## config.mk

```make
export PLATFORM = sky130hd
export DESIGN_NAME = pc_redirect_unit_flat
export DESIGN_NICKNAME = d
export VERILOG_FILES = /design/src/rtl/pc_redirect_unit_if.sv /design/src/rtl/pc_redirect_unit.sv /design/src/flat_wrapper.sv
export SDC_FILE = /design/constraint.sdc
export NUM_CORES = 1
export LEC_CHECK = 0
export ABC_AREA = 1
export CAP_MARGIN = 20
export CORE_MARGIN = 5
export CORE_UTILIZATION = 35
export DETAILED_ROUTE_END_ITERATION = 8
export PLACE_DENSITY = 0.77
export REMOVE_ABC_BUFFERS = 1
export SYNTH_ARGS = -nofsm -noshare
export SYNTH_HDL_FRONTEND = slang
export SYNTH_SLANG_ARGS = --single-unit
```

## constraint.sdc

```tcl
create_clock -name Clock -period 1 [get_ports Clock]
set_input_delay 0.2 -clock Clock [delete_from_list [all_inputs] [get_ports Clock]]
set_output_delay 0.2 -clock Clock [all_outputs]
set_load 0.005 [all_outputs]
```

## src/rtl/pc_redirect_unit_if.sv

```systemverilog
// rtl/pc_redirect_unit_if.sv - instruction beat and program-counter control bundle
// master is the fetch/counter side, slave is the redirect unit.
interface pc_redirect_unit_if;
  logic              InstrValid;
  logic              InstrReady;
  logic [15:0]       Instruction;
  logic [15:0]       InstrAddr;
  logic              Zero;
  logic [15:0]       LoadValue;
  logic              LoadEnable;
  logic signed [8:0] Offset;
  logic              OffsetEnable;

  modport master (
    output InstrValid, Instruction, InstrAddr, Zero,
    input  InstrReady, LoadValue, LoadEnable, Offset, OffsetEnable
  );

  modport slave (
    input  InstrValid, Instruction, InstrAddr, Zero,
    output InstrReady, LoadValue, LoadEnable, Offset, OffsetEnable
  );
endinterface

```

## src/rtl/pc_redirect_unit.sv

```systemverilog
// rtl/pc_redirect_unit.sv - decodes fetched words and redirects the program counter
// Optional CALL/RET with link register when PCCTL_CALL_EN is defined.
module pc_redirect_unit (
  input  logic           Clock,
  input  logic           Reset,
  pc_redirect_unit_if.slave bus
);

  typedef enum logic [1:0] {
    DECODE   = 2'd0,
    TARGET   = 2'd1,
    REDIRECT = 2'd2,
    FLUSH    = 2'd3
  } state_t;

  localparam logic [3:0] OP_JMP  = 4'd8;
  localparam logic [3:0] OP_BR   = 4'd9;
  localparam logic [3:0] OP_BRZ  = 4'd10;
`ifdef PCCTL_CALL_EN
  localparam logic [3:0] OP_CALL = 4'd12;
  localparam logic [3:0] OP_RET  = 4'd13;
`endif

  state_t            state, next_state;
  logic              ready_q, ready_d;
  logic [15:0]       load_value_q, load_value_d;
  logic signed [8:0] offset_q, offset_d;
  logic              load_en_q, load_en_d;
  logic              off_en_q, off_en_d;

  logic [3:0] opcode;
  logic       fire;

  assign opcode = bus.Instruction[15:12];
  assign fire   = bus.InstrValid && ready_q;

`ifdef PCCTL_CALL_EN
  logic        is_call_q, is_call_d;
  logic [15:0] link_q, link_d;
  logic        unused_bits;
  assign unused_bits = ^bus.Instruction[11:9];
`else
  logic        unused_bits;
  assign unused_bits = ^{bus.Instruction[11:9], bus.InstrAddr};
`endif

  always_ff @(posedge Clock or negedge Reset) begin
    if (!Reset) begin
      state <= DECODE;
    end else begin
      state <= next_state;
    end
  end

  always_comb begin
    next_state = state;
    case (state)
      DECODE: begin
        if (fire) begin
          case (opcode)
            OP_JMP:  next_state = TARGET;
            OP_BR:   next_state = REDIRECT;
            OP_BRZ:  if (bus.Zero) next_state = REDIRECT;
`ifdef PCCTL_CALL_EN
            OP_CALL: next_state = TARGET;
            OP_RET:  next_state = REDIRECT;
`endif
            default: next_state = DECODE;
          endcase
        end
      end
      TARGET:   if (fire) next_state = REDIRECT;
      REDIRECT: next_state = FLUSH;
      FLUSH:    if (fire) next_state = DECODE;
      default:  next_state = DECODE;
    endcase
  end

  // Next values of the registered outputs; enables are one-shot so they default low.
  always_comb begin
    load_value_d = load_value_q;
    offset_d     = offset_q;
    load_en_d    = 1'b0;
    off_en_d     = 1'b0;
    ready_d      = (next_state != REDIRECT);
`ifdef PCCTL_CALL_EN
    is_call_d    = is_call_q;
    link_d       = link_q;
`endif
    case (state)
      DECODE: begin
        if (fire) begin
          case (opcode)
            OP_BR: begin
              offset_d = bus.Instruction[8:0];
              off_en_d = 1'b1;
            end
            OP_BRZ: begin
              if (bus.Zero) begin
                offset_d = bus.Instruction[8:0];
                off_en_d = 1'b1;
              end
            end
`ifdef PCCTL_CALL_EN
            OP_JMP:  is_call_d = 1'b0;
            OP_CALL: is_call_d = 1'b1;
            OP_RET: begin
              load_value_d = link_q;
              load_en_d    = 1'b1;
            end
`endif
            default: ;
          endcase
        end
      end
      TARGET: begin
        if (fire) begin
          load_value_d = bus.Instruction;
          load_en_d    = 1'b1;
`ifdef PCCTL_CALL_EN
          if (is_call_q) link_d = bus.InstrAddr + 16'd1;
`endif
        end
      end
      default: ;
    endcase
  end

  always_ff @(posedge Clock or negedge Reset) begin
    if (!Reset) begin
      ready_q      <= 1'b0;
      load_value_q <= 16'd0;
      offset_q     <= 9'sd0;
      load_en_q    <= 1'b0;
      off_en_q     <= 1'b0;
`ifdef PCCTL_CALL_EN
      is_call_q    <= 1'b0;
      link_q       <= 16'd0;
`endif
    end else begin
      ready_q      <= ready_d;
      load_value_q <= load_value_d;
      offset_q     <= offset_d;
      load_en_q    <= load_en_d;
      off_en_q     <= off_en_d;
`ifdef PCCTL_CALL_EN
      is_call_q    <= is_call_d;
      link_q       <= link_d;
`endif
    end
  end

  assign bus.InstrReady   = ready_q;
  assign bus.LoadValue    = load_value_q;
  assign bus.LoadEnable   = load_en_q;
  assign bus.Offset       = offset_q;
  assign bus.OffsetEnable = off_en_q;

endmodule

```

## src/flat_wrapper.sv

```systemverilog
// flat-port wrapper written by rule: the top's interface ports become plain ports
module pc_redirect_unit_flat 
  (Clock, Reset, bus_InstrValid, bus_Instruction, bus_InstrAddr, bus_Zero, bus_InstrReady, bus_LoadValue, bus_LoadEnable, bus_Offset, bus_OffsetEnable);
  pc_redirect_unit_if bus_i ();
  input  logic Clock;
  input  logic Reset;
  input wire logic [$bits(bus_i.InstrValid)-1:0] bus_InstrValid;
  input wire logic [$bits(bus_i.Instruction)-1:0] bus_Instruction;
  input wire logic [$bits(bus_i.InstrAddr)-1:0] bus_InstrAddr;
  input wire logic [$bits(bus_i.Zero)-1:0] bus_Zero;
  output wire logic [$bits(bus_i.InstrReady)-1:0] bus_InstrReady;
  output wire logic [$bits(bus_i.LoadValue)-1:0] bus_LoadValue;
  output wire logic [$bits(bus_i.LoadEnable)-1:0] bus_LoadEnable;
  output wire logic [$bits(bus_i.Offset)-1:0] bus_Offset;
  output wire logic [$bits(bus_i.OffsetEnable)-1:0] bus_OffsetEnable;
  assign bus_i.InstrValid = bus_InstrValid;
  assign bus_i.Instruction = bus_Instruction;
  assign bus_i.InstrAddr = bus_InstrAddr;
  assign bus_i.Zero = bus_Zero;
  assign bus_InstrReady = bus_i.InstrReady;
  assign bus_LoadValue = bus_i.LoadValue;
  assign bus_LoadEnable = bus_i.LoadEnable;
  assign bus_Offset = bus_i.Offset;
  assign bus_OffsetEnable = bus_i.OffsetEnable;
  pc_redirect_unit u_core (.Clock(Clock), .Reset(Reset), .bus(bus_i));
endmodule
```

==> results.json <==
{
  "required_ns": 1.23,
  "violations": "setup timing",
  "grt_usage": 0.153,
  "final-hold-violation-count": 0,
  "htree_num_levels": 2,
  "vias": 1264,
  "pwr-share-comb": 0.509,
  "final.min_clock_period_ns": 1.13,
  "initial_core_util": 0.370,
  "hold_ws_ns": 0.238,
  "seqPwrFrac": 0.332,
  "synth_seq_cells": 30,
  "power.switching_mw": 2.03,
  "grt_overflow_total": 0,
  "die-width_microns": 70.1,
  "io_buffers": 47,
  "syn_area_sq_um": 1260,
  "fmax_ghz": 0.885,
  "hp-class": "in2async",
  "drive_gt1_frac": 0.536,
  "path_class": "reg2reg",
  "multi_input_area_sq_um": 534,
  "yosys-top-cells-area": "dfrtp_1, nand2_1, nand3_1",
  "final_design_area_no_fill_sq_um": 2220,
  "insertion_delay_ns": 0.33,
  "vdd.ir_drop.worst_mv": 1.19,
  "drtPass1Iterations": 4,
  "slew_headroom": 0.898,
  "drt_drc_violations_left": 0,
  "die_y_microns": 70.1,
  "wire_per_inst_microns": 12.9,
  "grt_pass1_wl_microns": 6020,
  "yosysWarnings": 0,
  "r2r_cells": 6,
  "drt_iter0_drc": 74,
  "maxUsedRoutingLayer": "met4",
  "rsz0062_at_grt": "yes",
  "hpwl_microns": 2210,
  "startpoint": "u_core.state[1]",
  "finalCritPeriodShare": 1.13,
  "p_per_area_nw_per_um2": 2710,
  "coreArea_sq_um": 3420,
  "p_clk_frac": 0.159,
  "synth_top_area_cell": "dfrtp_1",
  "num_io_pins": 64,
  "regArea_sq_um": 751,
  "worst_setup_path_end_kind": "flop",
  "vias_per_cell": 4.44,
  "cts_max_path_buffers": 2,
  "final_antenna_net_count": 0,
  "totalWireLength_microns": 3680,
  "dp_slack_ns": -0.407,
  "worstMarginPinSlew_ns": 0.152,
  "cp.arrival_ns": 1.36,
  "cts_buffers": 5,
  "synth_cell_types": 17,
  "clock_sinks": 30,
  "dieArea_sq_um": 4910,
  "rows": 21,
  "timing.rr.end": "u_core.bus.LoadValue[2]",
  "power_mw": 6.02,
  "critPathMaxFanout": 6,
  "grt_pass1_vias": 1342,
  "placedInstanceArea_sq_um": 1920,
  "clk_pin_slew_ns": 0.10,
  "intPower_mw": 3.99,
  "syn_area_per_cell_sq_um": 9.15,
  "switching_share": 0.338,
  "status": "finished with violations",
  "met2_length_microns": 1830,
  "fin_skew_ns": 0.00205,
  "synthCells": 138,
  "syn2layout_area_growth_pct": 76.0,
  "synth_top_area_frac": 0.595,
  "critPathLaunchType": "flop",
  "layout_setup_ws_ns": -0.130,
  "drv_slew": 0,
  "r2r_start": "u_core.state[1]",
  "nFillCells": 272,
  "seq_area_frac_synth": 0.595,
  "insertedDiodeCount": 0,
  "cts_tree": "done",
  "wl_met3_microns": 274,
  "wl_met1_microns": 1530,
  "grt_max_degree": 23,
  "cts-root-buf": "clkbuf_4",
  "p_leak_nw": 1.22,
  "place.gp.congestion": 0.812,
  "setup_viol": 55,
  "antenna_found_initial": 0,
  "max-cap-violations": 0,
  "reg2reg_slack_ns": -0.13,
  "fin_nets": 274
}
==> synthesized netlist by cell type, drive strengths merged <==
library cell and count:
a21oi 1, o211ai 1, o21ai 5, dfrtp 30, nor2 5, nand2 71, buf 4, nand3 12
inv 9
==> state kept, by name, summed over array words and instances, names as in the netlist <==
name / count
u_core.bus.OffsetEnable: 1
u_core.bus.LoadValue: 16
u_core.state: 2
u_core.bus.InstrReady: 1
u_core.bus.LoadEnable: 1
u_core.bus.Offset: 9
==> critical path: stages, from the launching register on <==
cell     delay, ns
dfrtp_1       0.42
inv_2         0.08
buf_4         0.11
nand3_4       0.13
buf_6         0.18
nand2_2       0.06
nand2_2       0.05
==> cells in the final DEF, fill, tap and decap left out, types with 5 or more instances in the layout <==
cell type,instances
buf_2,28
buf_4,37
buf_6,10
clkbuf_4,5
clkdlybuf4s50_1,19
dfrtp_1,30
nand2_1,47
nand2_2,21
nand3_1,6
nand3_2,5
==> layer usage <==
metal	vias to the layer above	GRT usage
li1	628	-
met1	598	0.179
met2	34	0.243
met3	4	0.0775
met4	0	0.0511
met5	-	0
==> per-stage QoR <==
| stage | util | instances | TNS [ns] |
|---|---|---|---|
| finish | 0.651 | 285 | -4.25 |
| global route | 0.651 | 285 | -7.02 |
| CTS | 0.607 | 272 | -4.60 |
| detailed placement | 0.562 | 248 | -11.75 |
| global placement | 0.562 | 248 | -11.10 |
| floorplan | - | 134 | -3.07 |
==> cells by family after synthesis <==
group,synth area share
compound gates,0.0327
buf+inv,0.0595
flops,0.595
simple gates,0.313
==> worst max-delay path by stage <==
stage | end | slack, ns | cells after the start
final | u_core.bus.LoadValue[2] | -0.13 | 6
after global routing | u_core.bus.LoadValue[0] | -0.19 | 7
after global placement | u_core.bus.Offset[2] | -0.39 | 8
after detailed placement | u_core.bus.Offset[0] | -0.41 | 8
after floorplan | u_core.bus.LoadValue[0] | -0.15 | 6
after CTS | u_core.bus.Offset[0] | -0.14 | 6
==> what timing repair did <==
action / CTS / global route
setup endpoints to repair: 56 / 58
buffers inserted: 14 / 13
gates resized for setup: 150 / 10
pin swaps: 17 / 11
hold endpoints to repair: 0 / 0
hold buffers: 0 / 0
gates cloned: 2 / 0
==> power groups by stage <==
stage	combinational [mW]	clock, mW	sequential, mW
detailed placement	2.36	0	2.04
global placement	2.32	0	2.04
finish	3.06	0.960	2.00
floorplan	0.704	0	2.06
global route	3.38	1.03	2.07
CTS	2.63	0.966	1.99
==> layout make-up <==
| type | count | area share |
|---|---|---|
| Sequential cell | 30 | 0.338 |
| Tap cell | 46 | 0.0259 |
| Inverter | 9 | 0.0186 |
| Clock buffer | 5 | 0.0169 |
| Timing Repair Buffer | 96 | 0.342 |
| Clock inverter | 3 | 0.0180 |
| Multi-Input combinational cell | 96 | 0.240 |
No activity file was read; power rests on OpenSTA's default activity.
==> variant 1: new RTL, config.mk and constraints unchanged <==
Re-encode `state_t` (4 states) as Gray code, 2 bits wide.
--- a/src/rtl/pc_redirect_unit.sv
+++ b/src/rtl/pc_redirect_unit.sv
@@ -7,10 +7,10 @@
 );
 
   typedef enum logic [1:0] {
-    DECODE   = 2'd0,
-    TARGET   = 2'd1,
-    REDIRECT = 2'd2,
-    FLUSH    = 2'd3
+    DECODE   = 2'b00,
+    TARGET   = 2'b01,
+    REDIRECT = 2'b11,
+    FLUSH    = 2'b10
   } state_t;
 
   localparam logic [3:0] OP_JMP  = 4'd8;
Check against the original RTL: no difference found for any inputs over 10 cycles, from zero or initial values and one cycle with Reset low; not proved beyond that.
==> variant 1 against the unedited design <==
- the run still ends with setup timing left
- area after synthesis shrank 6.1%
- sequential cell count is the same
- die area is 5.3% lower
- worst hold slack improved by 0.0011 ns
- via count shrank 7.0%
- combinational power decreased by 24%
- largest cell class is now sequential cells
- count of clock-buffer cells in the layout rose by 2
- routed wire length down 2.7%
- final area fell by 8.4%
- power fell by 15%
- critical path depth decreased by 4
- setup slack worse by 0.085 ns
==> variant 1: results <==
[sta]
tightest_slew_ns = 0.217
fin_skew_ns = 0.00860
setup_ws_ns = -0.216
setup_violations = 58

[global_routing]
antenna_found_initial = 0
grt_pass1_vias = 1147
grt_max_degree = 31

[synthesis]
synth_compound_area_share_pct = 3.48
synth_area_leaders = "dfrtp_1 (63%), nand2_1 (22%), nand3_1 (3.8%)"
yosysSeqAreaShare_pct = 63.4
ys_types = 14
synth_common_cells = "nand2_1 (69), dfrtp_1 (30), nand3_1 (9), inv_1 (6)"

[pwr]
swShare_pct = 32.7
leakage_nw = 1.14
peakVddDrop_uv = 970

[critical_path]
r2r-end = "u_core.bus.Offset[3]$_DFFE_PN0P_"
path_max_fanout = 3
r2r_start = "u_core.bus.InstrReady$_DFF_PN0_"
worstPathArrival_ns = 1.02
r2r_cells = 6
cp_num_cells = 2
crit_buf_inv = 2
reg2reg_slack_ns = -0.20
crit_path_end = "bus_InstrReady"

[placement]
pre_cts_slack_ns = -0.534
hpwl_um = 2160
place.gp.congestion = 0.743
portBuffers = 47

[routing]
routed-via-count = 1175
drtIter0Drc = 60
wirelength_um = 3580
first_pass_iters = 4

[cts]
clock_latency_ns = 0.32

[run_status]
status = "finished, violations left"
violations = "setup timing"

[cells_and_area]
final_layout_size_suffix_gt1_share_pct = 45.5
fillers = 321
final_nets = 257
[variant 1: changes by cell type after synthesis, moves of 2 or more]
cell	unedited run	this run
nor2_2	2	0
buf_2	0	4
nand2_4	2	0
nand2_1	67	69
nor2_4	2	0
buf_6	3	1
inv_2	3	0
[variant 1: timing repair]
item / in CTS / in global routing
setup endpoints to repair: 57 / 58
resized for setup: 124 / 34
buffers inserted: 11 / 8
pin swaps: 3 / 15
gates cloned: 2 / 2
[variant 1: cell families after synthesis]
group	count (synthesis)
AND/OR/NAND/NOR	84
flip-flops	30
buffers and inverters	11
AO/OA/AOI/OAI	6
[variant 1: through the flow]
stage	instances	instance area, µm²	hold slack [ns]	setup TNS, ns	total power [W]
after global routing	268	2030	0.234	-7.75	0.00551
after detailed placement	238	1840	0.465	-12.01	0.00418
after global placement	238	1840	0.463	-11.07	0.00412
final	268	2030	0.240	-5.20	0.00513
after CTS	259	1880	0.237	-3.85	0.00484
after floorplan	126	1150	-0.0956	-14.76	0.00257
[variant 1: power by group through the flow]
stage                     clock network [W]  registers (W)  logic, W
after floorplan                           0        0.00206  0.000508
after global placement                    0        0.00204   0.00208
after detailed placement                  0        0.00205   0.00213
after CTS                          0.000775        0.00202   0.00204
after global routing               0.000833        0.00209   0.00259
final                              0.000760        0.00203   0.00234
[variant 1: layout make-up]
type / count / share of cell area (%)
Clock buffer: 7 / 2.71
Clock inverter: 1 / 0.246
Inverter: 6 / 1.23
Multi-Input combinational cell: 91 / 22.6
Sequential cell: 30 / 36.9
Tap cell: 46 / 2.83
Timing Repair Buffer: 87 / 33.5
[variant 1: layer usage]
metal  up-vias  GRT usage (%)  part of all wire [%]
met3         7           3.78                   5.7
met1       550           19.3                    42
met5         -              0                     0
met2        32           25.9                    51
met4         0           7.44                   1.5
li1        586              -                     -
==> variant 2: new RTL, same flow settings <==
Made on the original files. Build with the macro `PCCTL_CALL_EN` defined.
--- a/src/rtl/pc_redirect_unit.sv
+++ b/src/rtl/pc_redirect_unit.sv
@@ -1,5 +1,7 @@
 // rtl/pc_redirect_unit.sv - decodes fetched words and redirects the program counter
 // Optional CALL/RET with link register when PCCTL_CALL_EN is defined.
+`define PCCTL_CALL_EN
+
 module pc_redirect_unit (
   input  logic           Clock,
   input  logic           Reset,
Function: changed (a bounded check fails within 4 cycles, from zero or initial values and one cycle with Reset low).
==> variant 2 against the unedited design <==
- the flow still finishes with violations (setup timing)
- highest routed layer is now met5
- cell count up 94%
- routed wire length is 97% higher
- largest cell class is now multi-input combinational cells
- clock skew grew 0.0032 ns
- synthesized cell count grew 130%
- area after synthesis increased by 99%
- critical path type unchanged
- power up 37%
- setup slack lost 0.12 ns
- final area increased by 81%
- sequential cell count increased by 17
==> variant 2: results <==
[run_status]
status = "finished, violations left"
violations = "setup timing"

[routing]
routed-via-count = 2593
wl_per_cell_um = 13.1
first_pass_iters = 4
drtIter0Drc = 90

[cts]
cts_htree_levels = 2
clockBufferDepth = 2
clkSlewWorstSetupHoldPaths_ns = 0.09
cts_inserted_buffers = 5
root_buffer = "clkbuf_8"
ctsHoldBuffers = 1
cts_setup_buffers = 16
clock_latency_ns = 0.30
cts_resized = 190

[critical_path]
worstPathArrival_ns = 1.50
crit_start = "u_core.bus.InstrReady$_DFF_PN0_"
crit_path_end = "u_core.bus.Offset[6]$_DFFE_PN0P_"
r2r_cells = 8
path_max_fanout = 7
path_class = "reg -> reg"

[cells_and_area]
antenna_cells = 0
fillers = 575
final_layout_size_suffix_gt1_share_pct = 41.4
final_nets = 493

[placement]
hpwl_um = 4700
portBuffers = 63
pre_cts_slack_ns = -0.730
place.gp.congestion = 0.895

[synthesis]
synth_area_leaders = "dfrtp_1 (47%), nand2_1 (18%), inv_1 (5.8%)"
yosys_warnings = 0
synth_common_cells = "nand2_1 (122), dfrtp_1 (47), inv_1 (39), nand3_1 (26), o21ai_0 (23)"
yosysSeqAreaShare_pct = 46.9
ys_types = 28
dominantRegCellSynth = "dfrtp_1"
synthArstFlopShare_pct = 100

[pwr]
leakage_nw = 2.04
peakVddDrop_uv = 689

[min_path]
hold_class = "in -> reg"

[sta]
maxSlewHeadroom_pct = 78.2
fin_skew_ns = 0.00527
setup_violations = 70
setup_ws_ns = -0.249

[global_routing]
grt_max_degree = 48
antenna_found_initial = 1
grt_usage_pct = 16.6
grt_pass1_wl_um = 11700
grt_pass1_vias = 2660
-- variant 2: cell count changes after synthesis, moves of 8 or more --
cell     unedited run  this run
dfrtp_1            30        47
inv_1               6        39
nand2_1            67       122
nand3_1            10        26
nor2_1              1        12
o21ai_0             4        23
o21ai_2             1         9
-- variant 2: logic make-up (layout without fill, tap and decap cells) --
kind of cell	Yosys count	in the layout	share of synthesized area, %
simple gates	171	172	29.8
buf+inv	50	189	9.73
flops	47	47	46.9
compound gates	42	42	10.9
xor+xnor	6	6	2.10
fa+ha+maj	1	1	0.499
-- variant 2: per-layer routing --
metal	GRT usage [%]	up-vias	wire [µm]
li1	-	1272	-
met5	0	-	7
met4	7.69	2	122
met3	4.22	13	463
met1	19.6	1242	3000
met2	28.1	64	3660
-- variant 2: where the power goes --
part | switching (W) | total, W | internal [W] | leakage (nW)
clock network | 0.000667 | 0.00115 | 0.000487 | 0.0402
logic | 0.00206 | 0.00407 | 0.00202 | 1.40
registers | 0.000399 | 0.00302 | 0.00262 | 0.597
total | 0.00312 | 0.00825 | 0.00513 | 2.04
-- variant 2: cell type report --
class,count,share of cell area (%)
Clock inverter,3,0.499
Timing Repair Buffer,139,28.4
Clock buffer,5,1.71
Sequential cell,47,29.3
Multi-Input combinational cell,221,32.8
Inverter,42,4.24
Tap cell,96,2.99
-- variant 2: worst max-delay path, stage by stage, from the launching register on --
cell and delay, ns:
dfrtp_1 0.39, nand2_2 0.07, inv_2 0.09, nand2_4 0.08, nor2_4 0.15, buf_12 0.17
buf_8 0.12, nand3_2 0.07, nand2_2 0.06
-- variant 2: worst min-delay path by stage --
stage,cells past startpoint,slack (ns),from,end
final,4,0.37,bus_InstrAddr[0],u_core.link_q[1]$_DFFE_PN0P_
after global routing,4,0.41,bus_InstrAddr[0],u_core.link_q[1]$_DFFE_PN0P_
after CTS,4,0.37,bus_InstrAddr[0],u_core.link_q[1]$_DFFE_PN0P_
after global placement,2,0.20,Reset,u_core.bus.LoadValue[12]$_DFFE_PN0P_
after floorplan,0,-0.1,Reset,u_core.bus.InstrReady$_DFF_PN0_
after detailed placement,2,0.20,Reset,u_core.bus.LoadValue[12]$_DFFE_PN0P_
-- variant 2: through the flow --
step           cell area, µm²  hold WS, ns  setup TNS (ns)  utilization, %  cells
6_report                 4010        0.373           -9.22            58.4    553
5_1_grt                  4010        0.413          -13.33            58.4    553
4_1_cts                  3830        0.368           -7.57            55.8    541
3_5_place_dp             3570        0.202          -27.96            51.9    516
3_3_place_gp             3570        0.201          -26.28            51.9    516
2_1_floorplan            2420      -0.0956          -10.23               -    309
